**src/rtl/counter_ctrl_pkg.sv**
```systemverilog
`default_nettype none
// ============================================================================
// Module      : counter_ctrl_pkg
// Description : Shared types and constants for the counter sequencer/arbiter.
//               Provides the controller state encoding, the counter datapath
//               width, its all-ones saturation value and the default number
//               of requesters.
// Revision    : 1.0 - initial release
// ============================================================================
package counter_ctrl_pkg;

  localparam int CNT_WIDTH       = 4;
  localparam logic [CNT_WIDTH-1:0] CNT_MAX = '1;
  localparam int DEFAULT_NUM_REQ = 4;

  typedef enum logic [1:0] {
    IDLE = 2'd0,
    LOAD = 2'd1,
    RUN  = 2'd2,
    RESP = 2'd3
  } ctrl_state_e;

endpackage : counter_ctrl_pkg
`default_nettype wire

```
**src/rtl/counter_ctrl_if.sv**
```systemverilog
`default_nettype none
// ============================================================================
// Module      : counter_ctrl_if
// Description : Bundles the requester channel, the response channel and the
//               counter control/status signals of counter_ctrl.
//               slave  - the controller side (counter_ctrl)
//               master - requesters, response consumer and counter instance
//               Optional macro COUNTER_CTRL_ABORT_EN adds abort/rsp_aborted.
// Signals     : req_valid/req_ready/req_start/req_steps  job request channel
//               rsp_valid/rsp_ready/rsp_id/rsp_result/rsp_sat  response channel
//               cnt_preload/cnt_preload_val/cnt_enable      counter controls
//               cnt_result/cnt_detect                       counter status
// Revision    : 1.0 - initial release
// ============================================================================
interface counter_ctrl_if import counter_ctrl_pkg::*; #(
  parameter int NUM_REQ = DEFAULT_NUM_REQ,
  parameter int WIDTH   = CNT_WIDTH,
  parameter int IDW     = $clog2(NUM_REQ)
);

  logic [NUM_REQ-1:0]       req_valid;
  logic [NUM_REQ-1:0]       req_ready;
  logic [NUM_REQ*WIDTH-1:0] req_start;
  logic [NUM_REQ*WIDTH-1:0] req_steps;

  logic                     rsp_valid;
  logic                     rsp_ready;
  logic [IDW-1:0]           rsp_id;
  logic [WIDTH-1:0]         rsp_result;
  logic                     rsp_sat;

  logic                     cnt_preload;
  logic [WIDTH-1:0]         cnt_preload_val;
  logic                     cnt_enable;
  logic [WIDTH-1:0]         cnt_result;
  logic                     cnt_detect;

`ifdef COUNTER_CTRL_ABORT_EN
  logic                     abort;
  logic                     rsp_aborted;

  modport slave (
    input  req_valid, req_start, req_steps, rsp_ready, cnt_result, cnt_detect, abort,
    output req_ready, rsp_valid, rsp_id, rsp_result, rsp_sat,
           cnt_preload, cnt_preload_val, cnt_enable, rsp_aborted
  );

  modport master (
    output req_valid, req_start, req_steps, rsp_ready, cnt_result, cnt_detect, abort,
    input  req_ready, rsp_valid, rsp_id, rsp_result, rsp_sat,
           cnt_preload, cnt_preload_val, cnt_enable, rsp_aborted
  );
`else
  modport slave (
    input  req_valid, req_start, req_steps, rsp_ready, cnt_result, cnt_detect,
    output req_ready, rsp_valid, rsp_id, rsp_result, rsp_sat,
           cnt_preload, cnt_preload_val, cnt_enable
  );

  modport master (
    output req_valid, req_start, req_steps, rsp_ready, cnt_result, cnt_detect,
    input  req_ready, rsp_valid, rsp_id, rsp_result, rsp_sat,
           cnt_preload, cnt_preload_val, cnt_enable
  );
`endif

endinterface : counter_ctrl_if
`default_nettype wire

```
**src/rtl/counter_ctrl_rr_arbiter.sv**
```systemverilog
`default_nettype none
// ============================================================================
// Module      : rr_arbiter
// Description : Combinational round-robin arbiter. Grants the first active
//               request at or after 'pointer', wrapping at NUM_REQ. The
//               pointer register belongs to the instantiating block.
// Ports       : req     in  NUM_REQ  request vector
//               pointer in  IDW      highest-priority index this cycle
//               enable  in  1        arbitration allowed
//               grant   out NUM_REQ  one-hot grant (all zero when idle)
// Revision    : 1.0 - initial release
// ============================================================================
module rr_arbiter #(
  parameter  int NUM_REQ = 4,
  localparam int IDW     = $clog2(NUM_REQ)
) (
  input  logic [NUM_REQ-1:0] req,
  input  logic [IDW-1:0]     pointer,
  input  logic               enable,
  output logic [NUM_REQ-1:0] grant
);

  logic w_found;

  // Walk priority offsets 0..NUM_REQ-1 from the pointer; the first hit wins.
  always_comb begin
    grant   = '0;
    w_found = 1'b0;
    for (int off = 0; off < NUM_REQ; off++) begin
      for (int j = 0; j < NUM_REQ; j++) begin
        if (enable && !w_found && req[j] &&
            (j == ((int'(pointer) + off) % NUM_REQ))) begin
          grant[j] = 1'b1;
          w_found  = 1'b1;
        end
      end
    end
  end

endmodule : rr_arbiter
`default_nettype wire

```
**src/rtl/counter_ctrl.sv**
```systemverilog
`default_nettype none
// ============================================================================
// Module      : counter_ctrl
// Description : Sequencer/arbiter sharing one saturating counter between
//               NUM_REQ requesters. A granted job preloads the counter with
//               its start value, pulses enable for up to 'steps' cycles
//               (stopping early at all-ones) and returns the final value on
//               a valid/ready response channel.
//               Optional macro COUNTER_CTRL_ABORT_EN adds bus.abort (ends a
//               job early in LOAD/RUN) and bus.rsp_aborted.
// Ports       : clk   in  1  clock
//               rstn  in  1  asynchronous active-low reset
//               bus   slave modport of counter_ctrl_if (request, response
//                     and counter control/status signals)
// Revision    : 1.0 - initial release
// ============================================================================
module counter_ctrl import counter_ctrl_pkg::*; #(
  parameter int NUM_REQ = DEFAULT_NUM_REQ,
  parameter int WIDTH   = CNT_WIDTH,
  parameter int IDW     = $clog2(NUM_REQ)
) (
  input  logic           clk,
  input  logic           rstn,
  counter_ctrl_if.slave  bus
);

  localparam logic [WIDTH-1:0] c_all_ones = {WIDTH{1'b1}};

  ctrl_state_e        r_state;
  ctrl_state_e        w_next_state;

  logic [IDW-1:0]     r_ptr;
  logic [IDW-1:0]     r_id;
  logic [WIDTH-1:0]   r_start;
  logic [WIDTH-1:0]   r_rem;
  logic [WIDTH-1:0]   r_rsp_result;
  logic               r_rsp_sat;
  logic               r_rsp_aborted;

  logic [NUM_REQ-1:0] w_grant;
  logic               w_any_grant;
  logic               w_arb_en;
  logic [IDW-1:0]     w_gnt_id;
  logic [IDW-1:0]     w_ptr_next;
  logic [WIDTH-1:0]   w_sel_start;
  logic [WIDTH-1:0]   w_sel_steps;
  logic               w_sat_now;
  logic               w_done;
  logic               w_abort;
  logic               w_unused;

`ifdef COUNTER_CTRL_ABORT_EN
  assign w_abort = bus.abort && ((r_state == LOAD) || (r_state == RUN));
`else
  assign w_abort = 1'b0;
`endif

  // ---------------------------------------------------------------------------
  // Arbitration. Gating with rstn keeps req_ready low while reset is held,
  // even though IDLE is already the reset state.
  // ---------------------------------------------------------------------------
  assign w_arb_en = (r_state == IDLE) && rstn;

  rr_arbiter #(
    .NUM_REQ (NUM_REQ)
  ) u_arb (
    .req     (bus.req_valid),
    .pointer (r_ptr),
    .enable  (w_arb_en),
    .grant   (w_grant)
  );

  always_comb begin
    w_gnt_id    = '0;
    w_sel_start = '0;
    w_sel_steps = '0;
    for (int j = 0; j < NUM_REQ; j++) begin
      if (w_grant[j]) begin
        w_gnt_id    = IDW'(j);
        w_sel_start = bus.req_start[j*WIDTH +: WIDTH];
        w_sel_steps = bus.req_steps[j*WIDTH +: WIDTH];
      end
    end
  end

  assign w_any_grant = |w_grant;
  assign w_ptr_next  = (w_gnt_id == IDW'(NUM_REQ - 1)) ? '0 : (w_gnt_id + IDW'(1));

  // Completion uses the live counter value rather than cnt_detect: a preload
  // does not clear detect, so it can be stale from a previous job.
  assign w_sat_now = (bus.cnt_result == c_all_ones);
  assign w_done    = (r_rem == '0) || w_sat_now;

  // ---------------------------------------------------------------------------
  // FSM: state register
  // ---------------------------------------------------------------------------
  always_ff @(posedge clk or negedge rstn) begin
    if (!rstn) begin
      r_state <= IDLE;
    end else begin
      r_state <= w_next_state;
    end
  end

  // ---------------------------------------------------------------------------
  // FSM: next-state logic
  // ---------------------------------------------------------------------------
  always_comb begin
    w_next_state = r_state;
    case (r_state)
      IDLE:    if (w_any_grant)          w_next_state = LOAD;
      LOAD:    w_next_state = w_abort ? RESP : RUN;
      RUN:     if (w_abort || w_done)    w_next_state = RESP;
      RESP:    if (bus.rsp_ready)        w_next_state = IDLE;
      default: w_next_state = IDLE;
    endcase
  end

  // ---------------------------------------------------------------------------
  // FSM: outputs. Preload is only driven in LOAD and enable only in RUN, so
  // the two can never overlap.
  // ---------------------------------------------------------------------------
  always_comb begin
    bus.req_ready       = '0;
    bus.cnt_preload     = 1'b0;
    bus.cnt_preload_val = '0;
    bus.cnt_enable      = 1'b0;
    case (r_state)
      IDLE: bus.req_ready = w_grant;
      LOAD: begin
        if (!w_abort) begin
          bus.cnt_preload     = 1'b1;
          bus.cnt_preload_val = r_start;
        end
      end
      RUN:  bus.cnt_enable = !w_done && !w_abort;
      default: ;
    endcase
  end

  assign bus.rsp_valid  = (r_state == RESP);
  assign bus.rsp_id     = r_id;
  assign bus.rsp_result = r_rsp_result;
  assign bus.rsp_sat    = r_rsp_sat;

`ifdef COUNTER_CTRL_ABORT_EN
  assign bus.rsp_aborted = r_rsp_aborted;
  assign w_unused        = bus.cnt_detect;
`else
  assign w_unused        = bus.cnt_detect ^ r_rsp_aborted;
`endif

  // ---------------------------------------------------------------------------
  // Job datapath: captured request, remaining steps and response registers.
  // ---------------------------------------------------------------------------
  always_ff @(posedge clk or negedge rstn) begin
    if (!rstn) begin
      r_ptr         <= '0;
      r_id          <= '0;
      r_start       <= '0;
      r_rem         <= '0;
      r_rsp_result  <= '0;
      r_rsp_sat     <= 1'b0;
      r_rsp_aborted <= 1'b0;
    end else begin
      case (r_state)
        IDLE: begin
          if (w_any_grant) begin
            r_id    <= w_gnt_id;
            r_start <= w_sel_start;
            r_rem   <= w_sel_steps;
            r_ptr   <= w_ptr_next;
          end
        end
        LOAD: begin
          if (w_abort) begin
            r_rsp_result  <= bus.cnt_result;
            r_rsp_sat     <= w_sat_now;
            r_rsp_aborted <= 1'b1;
          end
        end
        RUN: begin
          if (w_abort) begin
            r_rsp_result  <= bus.cnt_result;
            r_rsp_sat     <= w_sat_now;
            r_rsp_aborted <= 1'b1;
          end else if (w_done) begin
            r_rsp_result  <= bus.cnt_result;
            r_rsp_sat     <= w_sat_now;
            r_rsp_aborted <= 1'b0;
          end else begin
            r_rem <= r_rem - WIDTH'(1);
          end
        end
        default: ;
      endcase
    end
  end

endmodule : counter_ctrl
`default_nettype wire

```
**src/flat_wrapper.sv**
```systemverilog
// flat-port wrapper written by rule: the top's interface ports become plain ports
module counter_ctrl_flat import counter_ctrl_pkg::*;
#(
  parameter int NUM_REQ = DEFAULT_NUM_REQ,
  parameter int WIDTH   = CNT_WIDTH,
  parameter int IDW     = $clog2(NUM_REQ)
)
  (clk, rstn, bus_req_valid, bus_req_start, bus_req_steps, bus_rsp_ready, bus_cnt_result, bus_cnt_detect, bus_req_ready, bus_rsp_valid, bus_rsp_id, bus_rsp_result, bus_rsp_sat, bus_cnt_preload, bus_cnt_preload_val, bus_cnt_enable);
  counter_ctrl_if #(.NUM_REQ(NUM_REQ), .WIDTH(WIDTH), .IDW(IDW)) bus_i ();
  input  logic clk;
  input  logic rstn;
  input wire logic [$bits(bus_i.req_valid)-1:0] bus_req_valid;
  input wire logic [$bits(bus_i.req_start)-1:0] bus_req_start;
  input wire logic [$bits(bus_i.req_steps)-1:0] bus_req_steps;
  input wire logic [$bits(bus_i.rsp_ready)-1:0] bus_rsp_ready;
  input wire logic [$bits(bus_i.cnt_result)-1:0] bus_cnt_result;
  input wire logic [$bits(bus_i.cnt_detect)-1:0] bus_cnt_detect;
  output wire logic [$bits(bus_i.req_ready)-1:0] bus_req_ready;
  output wire logic [$bits(bus_i.rsp_valid)-1:0] bus_rsp_valid;
  output wire logic [$bits(bus_i.rsp_id)-1:0] bus_rsp_id;
  output wire logic [$bits(bus_i.rsp_result)-1:0] bus_rsp_result;
  output wire logic [$bits(bus_i.rsp_sat)-1:0] bus_rsp_sat;
  output wire logic [$bits(bus_i.cnt_preload)-1:0] bus_cnt_preload;
  output wire logic [$bits(bus_i.cnt_preload_val)-1:0] bus_cnt_preload_val;
  output wire logic [$bits(bus_i.cnt_enable)-1:0] bus_cnt_enable;
  assign bus_i.req_valid = bus_req_valid;
  assign bus_i.req_start = bus_req_start;
  assign bus_i.req_steps = bus_req_steps;
  assign bus_i.rsp_ready = bus_rsp_ready;
  assign bus_i.cnt_result = bus_cnt_result;
  assign bus_i.cnt_detect = bus_cnt_detect;
  assign bus_req_ready = bus_i.req_ready;
  assign bus_rsp_valid = bus_i.rsp_valid;
  assign bus_rsp_id = bus_i.rsp_id;
  assign bus_rsp_result = bus_i.rsp_result;
  assign bus_rsp_sat = bus_i.rsp_sat;
  assign bus_cnt_preload = bus_i.cnt_preload;
  assign bus_cnt_preload_val = bus_i.cnt_preload_val;
  assign bus_cnt_enable = bus_i.cnt_enable;
  counter_ctrl #(.NUM_REQ(NUM_REQ), .WIDTH(WIDTH), .IDW(IDW)) u_core (.clk(clk), .rstn(rstn), .bus(bus_i));
endmodule
```
**config.mk**
```make
export PLATFORM = sky130hd
export DESIGN_NAME = counter_ctrl_flat
export DESIGN_NICKNAME = d
export VERILOG_FILES = /design/src/rtl/counter_ctrl_pkg.sv /design/src/rtl/counter_ctrl_if.sv /design/src/rtl/counter_ctrl_rr_arbiter.sv /design/src/rtl/counter_ctrl.sv /design/src/flat_wrapper.sv
export SDC_FILE = /design/constraint.sdc
export NUM_CORES = 1
export LEC_CHECK = 0
export ABC_CLOCK_PERIOD_IN_PS = 2200
export BUFFER_PORTS_ARGS = -buffer_cell sky130_fd_sc_hd__buf_2
export CORE_MARGIN = 8
export CORE_UTILIZATION = 43
export DETAILED_ROUTE_END_ITERATION = 10
export HOLD_SLACK_MARGIN = 0.1
export PLACE_DENSITY = 0.76
export SLEW_MARGIN = 10
export SYNTH_ARGS = -nofsm -noshare
export SYNTH_HDL_FRONTEND = slang
export SYNTH_SLANG_ARGS = --single-unit
```
**constraint.sdc**
```tcl
create_clock -name clk -period 2.2 [get_ports clk]
set_clock_uncertainty 0.1 [all_clocks]
set_input_delay 0.11 -clock clk [delete_from_list [all_inputs] [get_ports clk]]
set_output_delay 0.11 -clock clk [all_outputs]
set_load 0.005 [all_outputs]
```
# ---- Word-level counts from Yosys, hierarchy flattened
# Index checks and enable logic that the tools add are counted.
dict set report op_classes {
  order_cmp 0
  bitwise_logic 3
  mux 53
  n_eq_ne 21
  div_mod_pow 0
  reduce_logical 80
  shifts 0
  add_sub_neg 5
  mul 0
}
# operator n
set ops {}
lappend ops {{logical NOT 32 bit} 4}
lappend ops {{logical AND 1 bit} 48}
lappend ops {{two-way mux 4 bit} 12}
lappend ops {{two-way mux 1 bit} 33}
lappend ops {{equality test 3 bit, first input constant} 6}
lappend ops {{logical NOT 1 bit} 16}
lappend ops {{two-way mux 2 bit} 6}
lappend ops {{equality test 2 x 3 -> 1 bit, first input constant} 3}
lappend ops {{one-hot mux 2 bit (4 select lines)} 1}
lappend ops {{one-hot mux 4 bit (2 select lines)} 1}
lappend ops {{equality test 2 bit, second input constant} 3}
lappend ops {{AND reduction 3 bit} 2}
lappend ops {{OR reduction 2 bit} 3}
lappend ops {{adder 2 x 1 -> 2 bit, second input constant} 2}
lappend ops {{adder 2 bit, second input constant} 2}
lappend ops {{equality test 2 bit, first input constant} 2}
lappend ops {{equality test 4 bit, second input constant} 1}
lappend ops {{logical NOT 4 bit} 1}
lappend ops {{inequality test 2 x 1 -> 1 bit, second input constant} 2}
lappend ops {{inequality test 2 bit, second input constant} 2}
lappend ops {{AND reduction 2 bit} 2}
lappend ops {{OR reduction 4 bit} 1}
lappend ops {{subtractor 4 x 1 -> 4 bit, second input constant} 1}
lappend ops {{bitwise AND 1 bit, first input constant} 3}
lappend ops {{other kinds (5)} 5}
dict set report totals {
  ram_bits 0
  romBits 0
  memories 0
  out_inout_bits 18
  latch_bits 0
  regBits 19
  word_cells 169
}

# ---- Depth between registers and ports, before layout
dict set report depth {
  ltp_word 83
  depth_mapped 10
  depth_no_buf 9
}

# ---- By module
# A second synthesis with hierarchy kept.
dict set report hier_totals {
  cells_unflattened 159
  hier_area_um2 1475.2
}
# mod seq_area_each_um2 n_inst area_each_um2 cells_each
set modules_own_cells {}
lappend modules_own_cells {counter_ctrl 475.5 1 1298.7 132}
lappend modules_own_cells {rr_arbiter 0.0 1 176.4 27}

# ---- Worst setup path after synthesis
# No wires, ideal clock.
dict set report synth_path {
  path_kind {reg2reg}
  from {register u_core.r_state[0]}
  to {register u_core.r_state[1]}
  path_slack_ns -0.151
  arrival_ns 2.126
  required_time_ns 1.975
  setup_ns 0.125
  period_less_slack_ns 2.351
  path_stages_with_launch 9
  cell_sequence {dfrtp_1 inv_1 ha_1 and2_2 and3b_4 nor4_4 and2_4 a221o_2 mux2_4}
}
dict set report synth_via {
  elab_chain_len 83
  elab_cells_between_ends 103
  cone_classes {6 x eq/ne; 31 x mux; 66 x reduce/logical}
}
# item line
set synth_rtl {}
lappend synth_rtl {{start, declared} counter_ctrl.sv:29} ;# ctrl_state_e r_state;
lappend synth_rtl {{start signal, assigned} counter_ctrl.sv:101} ;# r_state <= w_next_state;
lappend synth_rtl {{logical NOT 2 bit} {counter_ctrl.sv:62, counter_ctrl.sv:110}}
lappend synth_rtl {{logical AND 1 bit} counter_ctrl.sv:62} ;# assign w_arb_en = (r_state == IDLE) && rstn;
lappend synth_rtl {{logical AND 1 bit (2 in a row)} counter_ctrl_rr_arbiter.sv:31} ;# if (enable && !w_found && req[j] &&
lappend synth_rtl {{two-way mux 1 bit} counter_ctrl_rr_arbiter.sv:31}
lappend synth_rtl {{logical NOT 1 bit} counter_ctrl_rr_arbiter.sv:31}
lappend synth_rtl {{logical AND 1 bit (3 in a row)} counter_ctrl_rr_arbiter.sv:31}
lappend synth_rtl {{two-way mux 1 bit} counter_ctrl_rr_arbiter.sv:31}
lappend synth_rtl {{logical NOT 1 bit} counter_ctrl_rr_arbiter.sv:31}
lappend synth_rtl {{[... 60 more ...]} --}
lappend synth_rtl {{logical AND 1 bit (3 in a row)} counter_ctrl_rr_arbiter.sv:31}
lappend synth_rtl {{two-way mux 1 bit} counter_ctrl_rr_arbiter.sv:31}
lappend synth_rtl {{logical NOT 1 bit} counter_ctrl_rr_arbiter.sv:31}
lappend synth_rtl {{logical AND 1 bit (3 in a row)} counter_ctrl_rr_arbiter.sv:31}
lappend synth_rtl {{two-way mux 1 bit} counter_ctrl_rr_arbiter.sv:31}
lappend synth_rtl {{OR reduction 4 bit} counter_ctrl.sv:86} ;# assign w_any_grant = |w_grant;
lappend synth_rtl {{inequality test 2 x 1 -> 1 bit (no source line)} --}
lappend synth_rtl {{AND reduction 3 bit (no source line)} --}
# Parallel ways exist; a longest one is shown, timed or not.
# A chain may end at the register's enable or synchronous reset.

# ---- Worst setup path after layout
dict set report layout_path {
  from {register u_core.r_ptr[0]}
  to {register u_core.r_start[2]}
}
dict set report layout_via {
  elab_chain_len 80
  elab_cells_between_ends 122
  cone_classes {3 x add/sub; 12 x eq/ne; 34 x mux; 3 x bitwise; 70 x reduce/logical}
}
# item line
set layout_rtl {}
lappend layout_rtl {{start, declared} counter_ctrl.sv:32} ;# logic [IDW-1:0] r_ptr;
lappend layout_rtl {{start signal, assigned} counter_ctrl.sv:172} ;# r_ptr <= w_ptr_next;
lappend layout_rtl {{logical NOT 32 bit} counter_ctrl_rr_arbiter.sv:32} ;# (j == ((int'(pointer) + off) % NUM_REQ))) begin
lappend layout_rtl {{logical AND 1 bit} counter_ctrl_rr_arbiter.sv:31}
lappend layout_rtl {{two-way mux 1 bit} counter_ctrl_rr_arbiter.sv:31}
lappend layout_rtl {{logical NOT 1 bit} counter_ctrl_rr_arbiter.sv:31}
lappend layout_rtl {{logical AND 1 bit (3 in a row)} counter_ctrl_rr_arbiter.sv:31}
lappend layout_rtl {{two-way mux 1 bit} counter_ctrl_rr_arbiter.sv:31}
lappend layout_rtl {{logical NOT 1 bit} counter_ctrl_rr_arbiter.sv:31}
lappend layout_rtl {{logical AND 1 bit (3 in a row)} counter_ctrl_rr_arbiter.sv:31}
lappend layout_rtl {{[... 56 more ...]} --}
lappend layout_rtl {{logical NOT 1 bit} counter_ctrl_rr_arbiter.sv:31}
lappend layout_rtl {{logical AND 1 bit (3 in a row)} counter_ctrl_rr_arbiter.sv:31}
lappend layout_rtl {{two-way mux 1 bit} counter_ctrl_rr_arbiter.sv:31}
lappend layout_rtl {{logical NOT 1 bit} counter_ctrl_rr_arbiter.sv:31}
lappend layout_rtl {{logical AND 1 bit (3 in a row)} counter_ctrl_rr_arbiter.sv:31}
lappend layout_rtl {{two-way mux 1 bit} counter_ctrl_rr_arbiter.sv:31}
lappend layout_rtl {{OR reduction 4 bit} counter_ctrl.sv:86}
lappend layout_rtl {{AND reduction 2 bit (no source line)} --}
lappend layout_rtl {{end signal, assigned} counter_ctrl.sv:170} ;# r_start <= w_sel_start;
lappend layout_rtl {{end, declared} counter_ctrl.sv:34} ;# logic [WIDTH-1:0] r_start;
# Parallel ways exist; a longest one is shown, timed or not.

==> metrics.csv <==
metric,value,unit
fin_nets,313,
yosysTopAreaCell,dfrtp_1,
power.share.combinational,0.683,
seqCellArea,478,sq um
p_int,0.00157,W
netSwitchingPower,0.00111,W
grt_use_total,0.208,
drive_gt1_frac,0.508,
period_minus_slack,2.27,ns
synth_ff_type,dfrtp_1,
io_buffers,60,
synth_commonest_cells,"dfrtp_1 (19), nand2_1 (19), inv_1 (9), nor2_1 (8), nand3_1 (7)",
fin_crit_sh,1.03,
hold_path_startpoint,bus_req_steps[7],
failed_checks,negative setup slack,
synthArstFlopShare,1.00,
start_util,0.438,
first_iter_violations,120,
die_w,73.8,um
insertion_delay,0.31,ns
ff2ff_setup_slack,-0.07,ns
path_class,reg -> reg,
ant_nets,0,
setup_viol,7,
grt_pass1_vias,1758,
syn-num-nets,199,
finalWorstSetupSlack,-0.0704,ns
start_kind,flip-flop,
netlist_area,1440,sq um
power_density,1140,nW/um^2
place_ws,-0.0958,ns
h-tree-depth,1,
clkTransAtPathRegs,0.12,ns
leakage,1.15,nW
worst_slew_pin_slew,0.481,ns
gp_congestion,0.861,
final_hold_viol_count,0,
outcome,finished with violations,
pin_count,62,
die_y,73.8,um
setup_tns,-0.155,ns
ys_ff_latch,19,
multi_input_area,946,sq um
fmax,440,MHz
grt_start_max_net_pins,20,
cts_max_path_buffers,2,
final_area,2350,sq um
min_path_type,in -> reg,
hold_end,u_core.r_rem[3],
antenna_cells,0,
crit_fanout,7,
antenna_found_initial,0,
ys_seq_area_frac,0.330,
coreArea,3280,sq um
rsz0062_at_grt,yes,
r2r-end,u_core.r_start[2],
synth_edf_count,0,
routed_wl,5870,um
avgSynthCellArea,9.66,sq um
vdd_drop_max,0.635,mV
dr.pass1.iters,4,
slew_headroom,0.679,
netlist.area_leader.share,0.330,
dp_cells,274,
drc_errors,0,
vias,1678,
cts_buffers,3,
syn2layout_area_growth,63.3,%
arrival,2.35,ns
wl_per_cell,19.0,um
root_buffer,clkbuf_4,
grt-ovfl-total,0,
final.fill_count,248,
cts_tree,yes,
grt_first_pass_wirelength,8570,um
rows,21,
hold-path-cell-count,4,
via_per_inst,5.45,
clock-sinks,19,
cp-end-kind,flip-flop,
place_hpwl,3380,um
pwr-share-clk,0.071,
r2r-start,u_core.r_ptr[0],
required,2.28,ns
ys_warn_count,0,
maxSlewViolCount,0,
drv_cap,0,
switching_share,0.414,
dpl-instance-area,1940,sq um
rr_worst_depth,7,
die_area,5450,sq um
synth_top_cells_by_area,"dfrtp_1 (33%), ha_1 (5.2%), nand2_1 (5.0%)",
final_cells,308,
synthCells,149,
ys_types,53,
p_seq_frac,0.246,
## kinds of logic (layout without fill, tap and decap cells)
kind of cell	after synthesis	in the layout	synth area share
fa+ha+maj	6	6	0.0522
flops	19	19	0.330
compound gates	36	36	0.224
mux	6	6	0.0487
simple gates	64	64	0.273
buf+inv	18	131	0.0713
## flip-flops by register name, indices dropped and copies added (netlist names)
name,count
u_core.bus.rsp_id,2
u_core.bus.rsp_result,4
u_core.bus.rsp_sat,1
u_core.r_ptr,2
u_core.r_rem,4
u_core.r_start,4
u_core.r_state,2
## through the flow
step | hold WS [ns] | utilization | power, W
floorplan | -0.286 | - | 0.00158
detailed placement | 0.0249 | 0.591 | 0.00213
finish | 0.122 | 0.715 | 0.00269
global placement | 0.0273 | 0.591 | 0.00208
CTS | 0.126 | 0.678 | 0.00241
global route | 0.135 | 0.715 | 0.00285
## power groups by stage
| stage | Clock, W | Combinational [W] | Sequential [W] |
|---|---|---|---|
| global route | 0.000204 | 0.00196 | 0.000683 |
| floorplan | 0 | 0.000961 | 0.000623 |
| CTS | 0.000190 | 0.00158 | 0.000647 |
| detailed placement | 0 | 0.00147 | 0.000658 |
| finish | 0.000190 | 0.00183 | 0.000661 |
| global placement | 0 | 0.00143 | 0.000658 |
## critical path: stages, from the launching register on
cell and delay, ns:
dfrtp_2 0.48, nand2b_4 0.17, a32oi_4 0.30, nor3_2 0.08, or2_4 0.29, buf_6 0.14
a222oi_1 0.42, nand3_1 0.15
## placed cells by master (no fill, tap or decap), types with 3 or more instances in the layout
cell type	netlist	layout
buf_2	2	60
buf_4	1	25
dlygate4sd3_1	0	23
nand2_1	19	19
dfrtp_1	19	17
nor2_1	8	8
inv_1	9	7
buf_6	1	7
nand3_1	7	6
inv_2	3	5
a21oi_1	5	5
ha_1	6	5
and2_1	4	4
o21ai_0	4	4
mux2_2	4	4
a222oi_1	4	4
nand3b_1	3	3
clkbuf_4	0	3
## how the worst max path moves through the flow
stage,startpoint,end,slack [ns],cells past startpoint
finish,u_core.r_ptr[0],u_core.r_start[2],-0.07,7
CTS,u_core.r_ptr[0],u_core.r_state[1],0.01,9
detailed placement,u_core.r_ptr[0],u_core.r_state[1],-0.1,7
global route,u_core.r_ptr[0],u_core.r_state[1],-0.12,7
global placement,u_core.r_ptr[0],u_core.r_start[3],-0.05,7
floorplan,u_core.r_state[1],u_core.r_state[1],-0.01,8
## routing by layer
metal,share of wire,global-route usage
met5,0,0
met4,0.048,0.109
met3,0.070,0.0382
met2,0.49,0.367
met1,0.39,0.230
## layout make-up
cell class,count,area share
clock buffers,4,0.0112
inverters,12,0.0192
multi-input cells,112,0.403
flip-flops and latches,19,0.203
well taps,46,0.0245
repair buffers,115,0.339
## timing repair
item | CTS | global route
resized for setup | 5 | 18
setup endpoints to repair | 12 | 11
hold endpoints to repair | 28 | 0
pin swaps | 2 | 16
hold buffers | 23 | 0
buffers inserted | 3 | 4
(Power assumes the default switching activity.)
